### src/rtl/lcd_pkg.sv
// Shared constants for the HD44780 bus responder: opcode masks, DDRAM line
// geometry, blank character, error bit positions and the 2-line AC stepper.
package lcd_pkg;

    localparam logic [7:0] OP_CLR   = 8'h01;
    localparam logic [7:0] OP_HOME  = 8'h02;
    localparam logic [7:0] OP_ENTRY = 8'h04;
    localparam logic [7:0] OP_DISP  = 8'h08;
    localparam logic [7:0] OP_SHIFT = 8'h10;
    localparam logic [7:0] OP_FUNC  = 8'h20;
    localparam logic [7:0] OP_CGRAM = 8'h40;
    localparam logic [7:0] OP_DDRAM = 8'h80;

    localparam logic [6:0] LINE1_BASE = 7'h00;
    localparam logic [6:0] LINE2_BASE = 7'h40;
    localparam int         LINE_LEN   = 16;

    // Last DDRAM address of each line in 2-line mode (40 cells per line)
    localparam logic [6:0] LINE1_LAST = 7'h27;
    localparam logic [6:0] LINE2_LAST = 7'h67;

    // Last visible cell of line 2; a data write here marks a finished frame
    localparam logic [6:0] FRAME_END_ADDR = LINE2_BASE + 7'(LINE_LEN - 1);

    localparam logic [7:0] BLANK_CHAR = 8'h20;

    localparam int ERR_BUSY  = 0;
    localparam int ERR_SHORT = 1;
    localparam int ERR_READ  = 2;

    // Next address counter value, wrapping between the two lines like the real part
    function automatic logic [6:0] ac_step(input logic [6:0] ac, input logic inc);
        logic [6:0] nxt;
        if (inc) begin
            if (ac == LINE1_LAST)      nxt = LINE2_BASE;
            else if (ac == LINE2_LAST) nxt = LINE1_BASE;
            else                       nxt = ac + 7'd1;
        end else begin
            if (ac == LINE1_BASE)      nxt = LINE2_LAST;
            else if (ac == LINE2_BASE) nxt = LINE1_LAST;
            else                       nxt = ac - 7'd1;
        end
        return nxt;
    endfunction

endpackage

### src/rtl/lcd_ddram_mirror.sv
// 2x16 character mirror of the visible DDRAM cells: one write port, one
// registered read port, and the AC-to-cell mapping used by data writes.
module lcd_ddram_mirror
    import lcd_pkg::*;
(
    input  logic       clk,
    input  logic       rst,
    input  logic [6:0] ac,
    output logic [4:0] map_idx,
    output logic       map_valid,
    input  logic       wr_en,
    input  logic [4:0] wr_idx,
    input  logic [7:0] wr_char,
    input  logic [4:0] rd_idx,
    output logic [7:0] rd_char
);

    logic [7:0] mem [0:31];
    logic [6:0] off1;
    logic [6:0] off2;

    assign off1 = ac - LINE1_BASE;
    assign off2 = ac - LINE2_BASE;

    // Map the address counter onto a visible cell; addresses off-screen are not mirrored
    always_comb begin
        map_idx   = 5'd0;
        map_valid = 1'b0;
        if (off1 < 7'(LINE_LEN)) begin
            map_idx   = {1'b0, off1[3:0]};
            map_valid = 1'b1;
        end else if (off2 < 7'(LINE_LEN)) begin
            map_idx   = {1'b1, off2[3:0]};
            map_valid = 1'b1;
        end
    end

    // Cell storage, blanked by reset
    always_ff @(posedge clk or posedge rst) begin
        if (rst) begin
            for (int i = 0; i < 32; i++) mem[i] <= BLANK_CHAR;
        end else if (wr_en) begin
            mem[wr_idx] <= wr_char;
        end
    end

    // Registered read; a same-cycle write to the same cell returns the old value
    always_ff @(posedge clk or posedge rst) begin
        if (rst) rd_char <= BLANK_CHAR;
        else     rd_char <= mem[rd_idx];
    end

endmodule

### src/rtl/lcd_hd44780_rx.sv
// Display-side HD44780 8-bit bus responder: decodes commands/data on E falls,
// keeps the DDRAM mirror and address counter, emulates busy time and flags
// protocol violations.
module lcd_hd44780_rx
    import lcd_pkg::*;
#(
    parameter int CMD_CYCLES = 2000,
    parameter int CLR_CYCLES = 82000,
    parameter int MIN_E_HIGH = 12
) (
    input  logic       clk,
    input  logic       rst,
    input  logic       i_lcd_rs,
    input  logic       i_lcd_rw,
    input  logic       i_lcd_e,
    input  logic [7:0] i_lcd_data,
    input  logic [4:0] i_rd_idx,
    output logic [7:0] o_rd_char,
    output logic [6:0] o_ac,
    output logic       o_busy,
    output logic       o_disp_on,
    output logic       o_frame_tick,
    output logic [2:0] o_err
);

    localparam logic [1:0] ST_IDLE  = 2'd0;
    localparam logic [1:0] ST_EXEC  = 2'd1;
    localparam logic [1:0] ST_CLEAR = 2'd2;
    localparam logic [1:0] ST_BUSY  = 2'd3;

    logic        rs_q, rw_q, e_q, e_prev;
    logic [7:0]  data_q;
    logic        rs_qq, rw_qq;
    logic [7:0]  data_qq;
    logic [15:0] e_width;
    logic        e_fall, width_ok, accept;

    logic [1:0]  state;
    logic        cmd_rs;
    logic [7:0]  cmd_data;
    logic [31:0] busy_cnt;
    logic [4:0]  fill_idx;
    logic        id_inc;

    logic [4:0]  map_idx;
    logic        map_valid;
    logic        wr_en;
    logic [4:0]  wr_idx;
    logic [7:0]  wr_char;

    // Register the bus once, plus a second stage holding RS/RW/DATA as seen while E was still high
    always_ff @(posedge clk or posedge rst) begin
        if (rst) begin
            rs_q    <= 1'b0;
            rw_q    <= 1'b0;
            e_q     <= 1'b0;
            e_prev  <= 1'b0;
            data_q  <= 8'h00;
            rs_qq   <= 1'b0;
            rw_qq   <= 1'b0;
            data_qq <= 8'h00;
        end else begin
            rs_q    <= i_lcd_rs;
            rw_q    <= i_lcd_rw;
            e_q     <= i_lcd_e;
            e_prev  <= e_q;
            data_q  <= i_lcd_data;
            rs_qq   <= rs_q;
            rw_qq   <= rw_q;
            data_qq <= data_q;
        end
    end

    // E-high width, saturating at the minimum valid width and cleared while E is low
    always_ff @(posedge clk or posedge rst) begin
        if (rst) begin
            e_width <= 16'd0;
        end else if (!e_q) begin
            e_width <= 16'd0;
        end else if (e_width < 16'(MIN_E_HIGH)) begin
            e_width <= e_width + 16'd1;
        end
    end

    assign e_fall   = e_prev & ~e_q;
    assign width_ok = (e_width >= 16'(MIN_E_HIGH));
    assign accept   = e_fall && width_ok && !rw_qq && (state == ST_IDLE);

    // Flag rejected transfers; any non-idle state counts as busy, including the EXEC cycle before o_busy rises
    always_ff @(posedge clk or posedge rst) begin
        if (rst) begin
            o_err <= 3'b000;
        end else if (e_fall) begin
            if (!width_ok)          o_err[ERR_SHORT] <= 1'b1;
            if (state != ST_IDLE)   o_err[ERR_BUSY]  <= 1'b1;
            if (rw_qq)              o_err[ERR_READ]  <= 1'b1;
        end
    end

    // Transfer FSM: latch, execute, optional clear fill, then count down busy time
    always_ff @(posedge clk or posedge rst) begin
        if (rst) begin
            state        <= ST_IDLE;
            cmd_rs       <= 1'b0;
            cmd_data     <= 8'h00;
            busy_cnt     <= 32'd0;
            fill_idx     <= 5'd0;
            id_inc       <= 1'b1;
            o_ac         <= 7'd0;
            o_busy       <= 1'b0;
            o_disp_on    <= 1'b0;
            o_frame_tick <= 1'b0;
        end else begin
            o_frame_tick <= 1'b0;
            case (state)
                ST_IDLE: begin
                    if (accept) begin
                        cmd_rs   <= rs_qq;
                        cmd_data <= data_qq;
                        state    <= ST_EXEC;
                    end
                end
                ST_EXEC: begin
                    o_busy   <= 1'b1;
                    state    <= ST_BUSY;
                    busy_cnt <= 32'(CMD_CYCLES - 1);
                    if (cmd_rs) begin
                        if (o_ac == FRAME_END_ADDR) o_frame_tick <= 1'b1;
                        o_ac <= ac_step(o_ac, id_inc);
                    end else if ((cmd_data & OP_DDRAM) != 8'h00) begin
                        o_ac <= cmd_data[6:0];
                    end else if ((cmd_data & (OP_CGRAM | OP_FUNC | OP_SHIFT)) != 8'h00) begin
                        // CGRAM address, function set and shift are accepted without effect
                    end else if ((cmd_data & OP_DISP) != 8'h00) begin
                        o_disp_on <= cmd_data[2];
                    end else if ((cmd_data & OP_ENTRY) != 8'h00) begin
                        id_inc <= cmd_data[1];
                    end else if ((cmd_data & OP_HOME) != 8'h00) begin
                        o_ac     <= 7'd0;
                        busy_cnt <= 32'(CLR_CYCLES - 1);
                    end else if ((cmd_data & OP_CLR) != 8'h00) begin
                        o_ac     <= 7'd0;
                        id_inc   <= 1'b1;
                        fill_idx <= 5'd0;
                        busy_cnt <= 32'(CLR_CYCLES - 1);
                        state    <= ST_CLEAR;
                    end
                end
                ST_CLEAR: begin
                    // The fill runs inside the busy window, so the counter keeps running here
                    if (busy_cnt != 32'd0) busy_cnt <= busy_cnt - 32'd1;
                    fill_idx <= fill_idx + 5'd1;
                    if (fill_idx == 5'd31) state <= ST_BUSY;
                end
                ST_BUSY: begin
                    if (busy_cnt == 32'd0) begin
                        o_busy <= 1'b0;
                        state  <= ST_IDLE;
                    end else begin
                        busy_cnt <= busy_cnt - 32'd1;
                    end
                end
                default: state <= ST_IDLE;
            endcase
        end
    end

    // Mirror write port: data writes to visible cells, or the blank fill during CLEAR
    always_comb begin
        wr_en   = 1'b0;
        wr_idx  = map_idx;
        wr_char = cmd_data;
        if (state == ST_EXEC && cmd_rs && map_valid) begin
            wr_en = 1'b1;
        end else if (state == ST_CLEAR) begin
            wr_en   = 1'b1;
            wr_idx  = fill_idx;
            wr_char = BLANK_CHAR;
        end
    end

    lcd_ddram_mirror u_mirror (
        .clk       (clk),
        .rst       (rst),
        .ac        (o_ac),
        .map_idx   (map_idx),
        .map_valid (map_valid),
        .wr_en     (wr_en),
        .wr_idx    (wr_idx),
        .wr_char   (wr_char),
        .rd_idx    (i_rd_idx),
        .rd_char   (o_rd_char)
    );

endmodule
### config.mk
export PLATFORM = sky130hd
export DESIGN_NAME = lcd_hd44780_rx
export DESIGN_NICKNAME = d
export VERILOG_FILES = /design/src/rtl/lcd_pkg.sv /design/src/rtl/lcd_ddram_mirror.sv /design/src/rtl/lcd_hd44780_rx.sv
export SDC_FILE = /design/constraint.sdc
export NUM_CORES = 1
export LEC_CHECK = 0
export ABC_AREA = 1
export BUFFER_PORTS_ARGS = -buffer_cell sky130_fd_sc_hd__buf_2
export CAP_MARGIN = 20
export CELL_PAD_IN_SITES_DETAIL_PLACEMENT = 0
export CELL_PAD_IN_SITES_GLOBAL_PLACEMENT = 2
export CORE_ASPECT_RATIO = 0.75
export CORE_MARGIN = 5
export CORE_UTILIZATION = 30
export CTS_CLUSTER_DIAMETER = 120
export DETAILED_ROUTE_END_ITERATION = 10
export GPL_TIMING_DRIVEN = 1
export PLACE_DENSITY = 0.7
export SLEW_MARGIN = 20
export SYNTH_ARGS = -nofsm -noshare
export SYNTH_HDL_FRONTEND = slang
export SYNTH_SLANG_ARGS = --single-unit
### constraint.sdc
create_clock -name clk -period 18.6 [get_ports clk]
set_input_delay 0 -clock clk [delete_from_list [all_inputs] [get_ports clk]]
set_output_delay 0 -clock clk [all_outputs]
set_load 0.01 [all_outputs]
Word level (Yosys, flattened, before mapping). Index checks and enable logic that the tools add are counted.

Flip-flop bits (word level): 364. Input bits: 18. Output and inout port bits: 21. Logic and storage cells: 198.

$add $sub $neg: 6. $lt $le $gt $ge: 7. Equality and inequality tests: 25. Muxes and demuxes: 67. Bitwise logic cells: 9. Reductions and logical operators: 29.

Operators with widths (number): bitwise mux 256 bit (1); 2-to-1 mux 17 bit (7); case mux 32 bit (3 select lines) (1); 2-to-1 mux 7 bit (12); 2-to-1 mux 32 bit (2); 2-to-1 mux 5 bit (11); binary-select mux 8 bit (select 5 bit) (1); demux 8 bit (select 5 bit) (1); 2-to-1 mux 8 bit (5); zero test 32 bit (1); 2-to-1 mux 16 bit (2); nonzero test 32 bit (1); subtractor 32 x 1 -> 32 bit (second input constant) (1); inequality test 2 bit (second input constant) (12); == test 7 bit (second input constant) (3); 2-to-1 mux 1 bit (18); adder 16 x 1 -> 16 bit (second input constant) (1); >= comparator 16 x 4 -> 1 bit (second input constant) (1); < comparator 16 x 4 -> 1 bit (second input constant) (1); < comparator 7 x 5 -> 1 bit (second input constant) (2); >= comparator 6 bit (second input constant) (2); inverter 5 -> 6 bit (2); case mux 5 bit (2 select lines) (1); AND reduction 2 bit (5); other kinds (29) (49).

Logic depth before layout (Yosys ltp).
Depth after elaboration: 12. Depth in mapped cells: 15. Gate-level depth less buffers: 13.

Modules after synthesis. A second synthesis with hierarchy kept.

Cell total of the unflattened synthesis: 2247. Area total of the unflattened synthesis: 17648.2 um^2.

Modules (own cells, without submodules): lcd_ddram_mirror (instances 1, cells an instance 1516, area an instance 12094.1 um^2, sequential area each 6647.6 um^2); lcd_hd44780_rx (instances 1, cells an instance 731, area an instance 5554.1 um^2, sequential area each 2503.7 um^2).

Worst setup path before layout. OpenSTA, ideal clock, no wires.

Path kind: reg-to-reg. Start: register state[1]. End: register u_mirror.mem[10] (netlist name). Library setup time: 117 ps. Arrival time: 1945 ps. Required time: 18483 ps. Slack: 16539 ps. Stages on the path, launching flop included: 16. Path buffers: 2. Period minus slack after synthesis: 2061 ps. Path through: dfrtp_1 inv_1 ha_1 nand2_1 inv_1 nand2_4 nand2_4 nand2_1 o21ai_2 buf_4 nand3_2 inv_1 buf_4 nand2_2 nand2_1 nand2_1.

Longest elaborated chain between the ends: 10. Elaborated cells between the ends (all ways): 17. Classes of those cells: order compare: 2; eq/ne: 2; mux: 9; bitwise: 1; reduce/logical: 3.

Ends and longest elaborated chain: from (decl) (line lcd_hd44780_rx.sv:38) `logic [1:0] state;`; from (signal assigned) (line lcd_hd44780_rx.sv:103) `state <= ST_IDLE;`; from (signal assigned) (line lcd_hd44780_rx.sv:120) `state <= ST_EXEC;`; from (signal assigned) (line lcd_hd44780_rx.sv:125) `state <= ST_BUSY;`; == test 2 x 1 -> 1 bit (line lcd_hd44780_rx.sv:173) `if (state == ST_EXEC && cmd_rs && map_valid) begin`; logical AND 1 bit (2 in a row) (line lcd_hd44780_rx.sv:173); 2-to-1 mux 5 bit (line lcd_hd44780_rx.sv:173); inverter 5 -> 6 bit (implied by the code) (line lcd_ddram_mirror.sv:43) `mem[wr_idx] <= wr_char;`; >= comparator 6 bit (implied by the code) / < comparator 6 x 1 -> 1 bit (equally long branches) (line lcd_ddram_mirror.sv:43); logical AND 1 bit (implied by the code) (line lcd_ddram_mirror.sv:43); 2-to-1 mux 8 bit (implied by the code) (line lcd_ddram_mirror.sv:43); demux 8 bit (select 5 bit) (line lcd_ddram_mirror.sv:43); bitwise mux 256 bit (line lcd_ddram_mirror.sv:43); to (signal, indexed assignment) (line lcd_ddram_mirror.sv:43); to (decl) (line lcd_ddram_mirror.sv:18) `logic [7:0] mem [0:31];`.

Parallel ways exist; a longest one is shown, timed or not. A chain may end at the register's enable or synchronous reset.

Worst setup path after layout.
Start: register state[1]. End: register u_mirror.mem[81] (netlist name).

Same word-level chain as after synthesis.

==> metrics.csv <==
stage,metric,value,unit
synth,total standard cell area after synthesis,0.0182,mm2
grt,grt total ovfl,0,
sta,unrepaired setup endpoints after global routing,false,
setup_path,number of buffers and inverters on the critical path,2,
drt,drt via density,4.86,
sta,setup total negative slack,0,ps
sta,transition at the pin with the smallest max-transition slack,1030,ps
drt,detailed router's first-iteration violation count,1460,
final_layout,layout overhead on the synthesized area,13.6,%
final_layout,proportion of layout cells with a drive suffix above 1,9.49,%
clock_tree,Clock Latency Late Sink,580,ps
worst_hold_path,kind of path behind the tightest hold check,in2reg,
clock_tree,H-tree depth reported by CTS,2,
setup_path,library cell appearing most often on the critical path,sky130_fd_sc_hd__nand2_1,
setup_path,crit path max-delay cell type,sky130_fd_sc_hd__o21ai_2,
clock_tree,number of sinks on the clock net,364,
clock_tree,clock tree from TritonCTS,done,
synth,flip-flop and latch count after synthesis,364,
sta,"Min Clock Period, post-route",3510,ps
drt,final routed wire length divided by cell count,18.6,um
grt,total routing resource utilization after global routing,18.5,%
grt,antenna violations before repair,0,
synth,mean post-synth cell area,7.47,um2
clock_tree,clock transition at the registers of the reported paths,60,ps
drt,DRC viols,0,
drt,antenna-violating nets left,0,
sta,headroom to the max-slew limit,31.1,%
sta,fin worst setup slack,15090,ps
sta,final worst path period share,18.9,%
power_and_ir_drop,power density of the placed cells,101,mW/mm2
synth,"Primary FF master, synth",sky130_fd_sc_hd__dfrtp_1,
final_layout,area of combinational cells with multiple inputs,0.00816,mm2
sta,fmax,0.285,GHz
setup_path,longest individual stage delay on the worst path,810,ps
floorplan,Die Span Y,223,um
sta,number of hold violations in the final report,0,
grt,vias in the first global route,15500,
clock_tree,clock root cell,sky130_fd_sc_hd__clkbuf_16,
setup_path,arrival time at the worst endpoint,4010,ps
final_layout,filler cell count in the final layout,6498,
final_layout,antenna cells,0,
floorplan,starting utilization of the core area,30.2,%
floorplan,Total Die Area,0.0657,mm2
clock_tree,clock buffer count from CTS,43,
sta,Post-Route Skew,23.3,ps
placement,number of buffers added on ports,38,
placement,routability-driven placement congestion ratio,0.795,
setup_path,Worst Path Required,19100,ps
setup_path,kind of critical path,reg2reg,
grt,first-pass GRT wire length,95400,um
drt,DR vias,15900,
floorplan,width of the die,294,um
floorplan,core area,0.0603,mm2
drt,1st-pass router iterations,6,
synth,post-synthesis cell type count,34,
run_status,status,finished clean,
setup_path,Top delay family on crit path,simple AND/OR/NAND/NOR gates,
floorplan,standard-cell row count,78,
synth,nets in the synthesized netlist,2468,
final_layout,area taken by flip-flops and latches,0.00915,mm2
power_and_ir_drop,Max IR drop VDD,53.2,uV
synth,fraction of registers with async set/reset,100,%
setup_path,highest net fanout along the worst path,20,
setup_path,CP cell instances,"inv_1, ha_1, nand2_1, inv_1, nand2_4, nand2_4, o21ai_2, nand2_1, nor2_4, nand2_1, nand2_1",
drt,aggregate routed wire length,61100,um
clock_tree,post-cts resize count,0,
placement,dpl ws,15110,ps
synth,cell count after synthesis,2437,
setup_path,kind of capture point of the worst setup path,flip-flop,
clock_tree,maximum root-to-sink buffer count,3,
floorplan,number of ports placed on the die boundary,39,
placement,total half-perimeter wirelength after legalization and detailed placement,38200,um
synth,number of flops mapped to enable cells by yosys,0,
final_layout,Nets,2474,
sta,number of failing setup endpoints in the final timing report,0,
flow_run,max_cap viols,0,
power_and_ir_drop,leakage dissipation,10.1,nW
synth,number of warnings issued by yosys,0,
sta,Slew Limit Fails,0,
grt,largest net degree at the start of global routing,133,
setup_path,launching element type of the critical path,flip-flop,
synth,register area share after synthesis,50.3,%
[synthesized netlist by cell type, drive strengths merged, types with 8 or more instances]
cell / number / share of area, %
dfrtp: 330 / 45
nor2: 186 / 4.9
nand2: 1090 / 23
buf: 38 / 1.1
o21ai: 159 / 4.4
a21oi: 78 / 2.1
clkbuf: 74 / 1.5
nand3: 274 / 7.7
ha: 13 / 0.89
o31ai: 8 / 0.33
nand4: 13 / 0.45
dfstp: 34 / 4.9
inv: 110 / 2.3
[path summary, 6_finish.rpt]
kind                                       from                       endpoint  slack, ps  cells after the start
hold reg to reg             data_q[3]$_DFF_PP0_           data_qq[3]$_DFF_PP0_        340                      0
setup / recovery           state[1]$_DFFE_PP0P_   u_mirror.mem[81]$_DFFE_PP0P_      15090                     11
setup reg to reg           state[1]$_DFFE_PP0P_   u_mirror.mem[81]$_DFFE_PP0P_      15090                     11
hold / removal                    i_lcd_data[5]            data_q[5]$_DFF_PP0_         60                      2
min in group asynchronous                   rst  u_mirror.mem[171]$_DFFE_PP0P_        200                      3
max in group asynchronous                   rst  u_mirror.mem[246]$_DFFE_PP0P_      16040                      5
[registers in the layout, indices dropped and copies added (netlist names), 2 cells and up]
signal	flops
cmd_data	8
e_width	16
data_qq	8
u_mirror.mem	256
o_err	3
fill_idx	5
o_ac	7
state	2
data_q	8
busy_cnt	32
u_mirror.rd_char	8
[layer usage]
metal  up-vias  routed length [um]  GRT usage [%]
met5         -                   0              0
met4         0                1150           4.26
met3        76                3420           3.00
met2       351               25300           26.4
met1      7719               31200           29.1
li1       7778                   -              -
[final cells by class]
cell class              count  area share [%]
clock buffers              59            5.69
clock inverters            19            1.28
inverters                 111            2.06
multi-input cells        1850            39.5
flip-flops and latches    364            44.3
well taps                 800            4.84
repair buffers             73            2.36
[repair_timing]
item,4_1_cts,5_1_grt
hold buffers,13,0
buffers inserted,0,0
endpoints found under the hold margin,131,0
[cells by family after synthesis]
family / Yosys count / synth area share (%)
AO/OA/AOI/OAI: 255 / 7.28
flip-flops: 364 / 50.3
AND/OR/NAND/NOR: 1574 / 36.2
adder cells (fa/ha/maj): 13 / 0.894
buffers and inverters: 223 / 4.94
XOR/XNOR: 8 / 0.385
[per-stage QoR]
stage	instance area, um2	cells	hold slack (ps)	power [W]	util, %
6_report	20700	3276	64.5	0.00210	34.3
5_1_grt	20700	3276	44.6	0.00220	34.3
4_1_cts	20700	3276	18.5	0.00213	34.3
3_5_place_dp	19100	3185	109	0.00123	31.7
3_3_place_gp	19100	3185	109	0.00123	31.7
2_1_floorplan	18200	2437	31.4	0.00110	-
[placed cells by master, fill, tap and decap left out, drive strengths merged, types with 8 or more instances in the layout]
cell and n:
nand2 1090, dfrtp 330, nand3 274, nor2 186
o21ai 159, inv 111, a21oi 78, buf 60
clkbuf 59, dfstp 34, nand4 13, ha 13
dlygate4sd3 13, o31ai 8, clkinv 8
[where the power goes]
part           total (W)  switching [W]  internal (W)
combinational   0.000362       0.000283     0.0000797
sequential      0.000845      0.0000248      0.000820
clock           0.000889       0.000362      0.000527
Note: power is estimated with default switching activity, not from simulation.
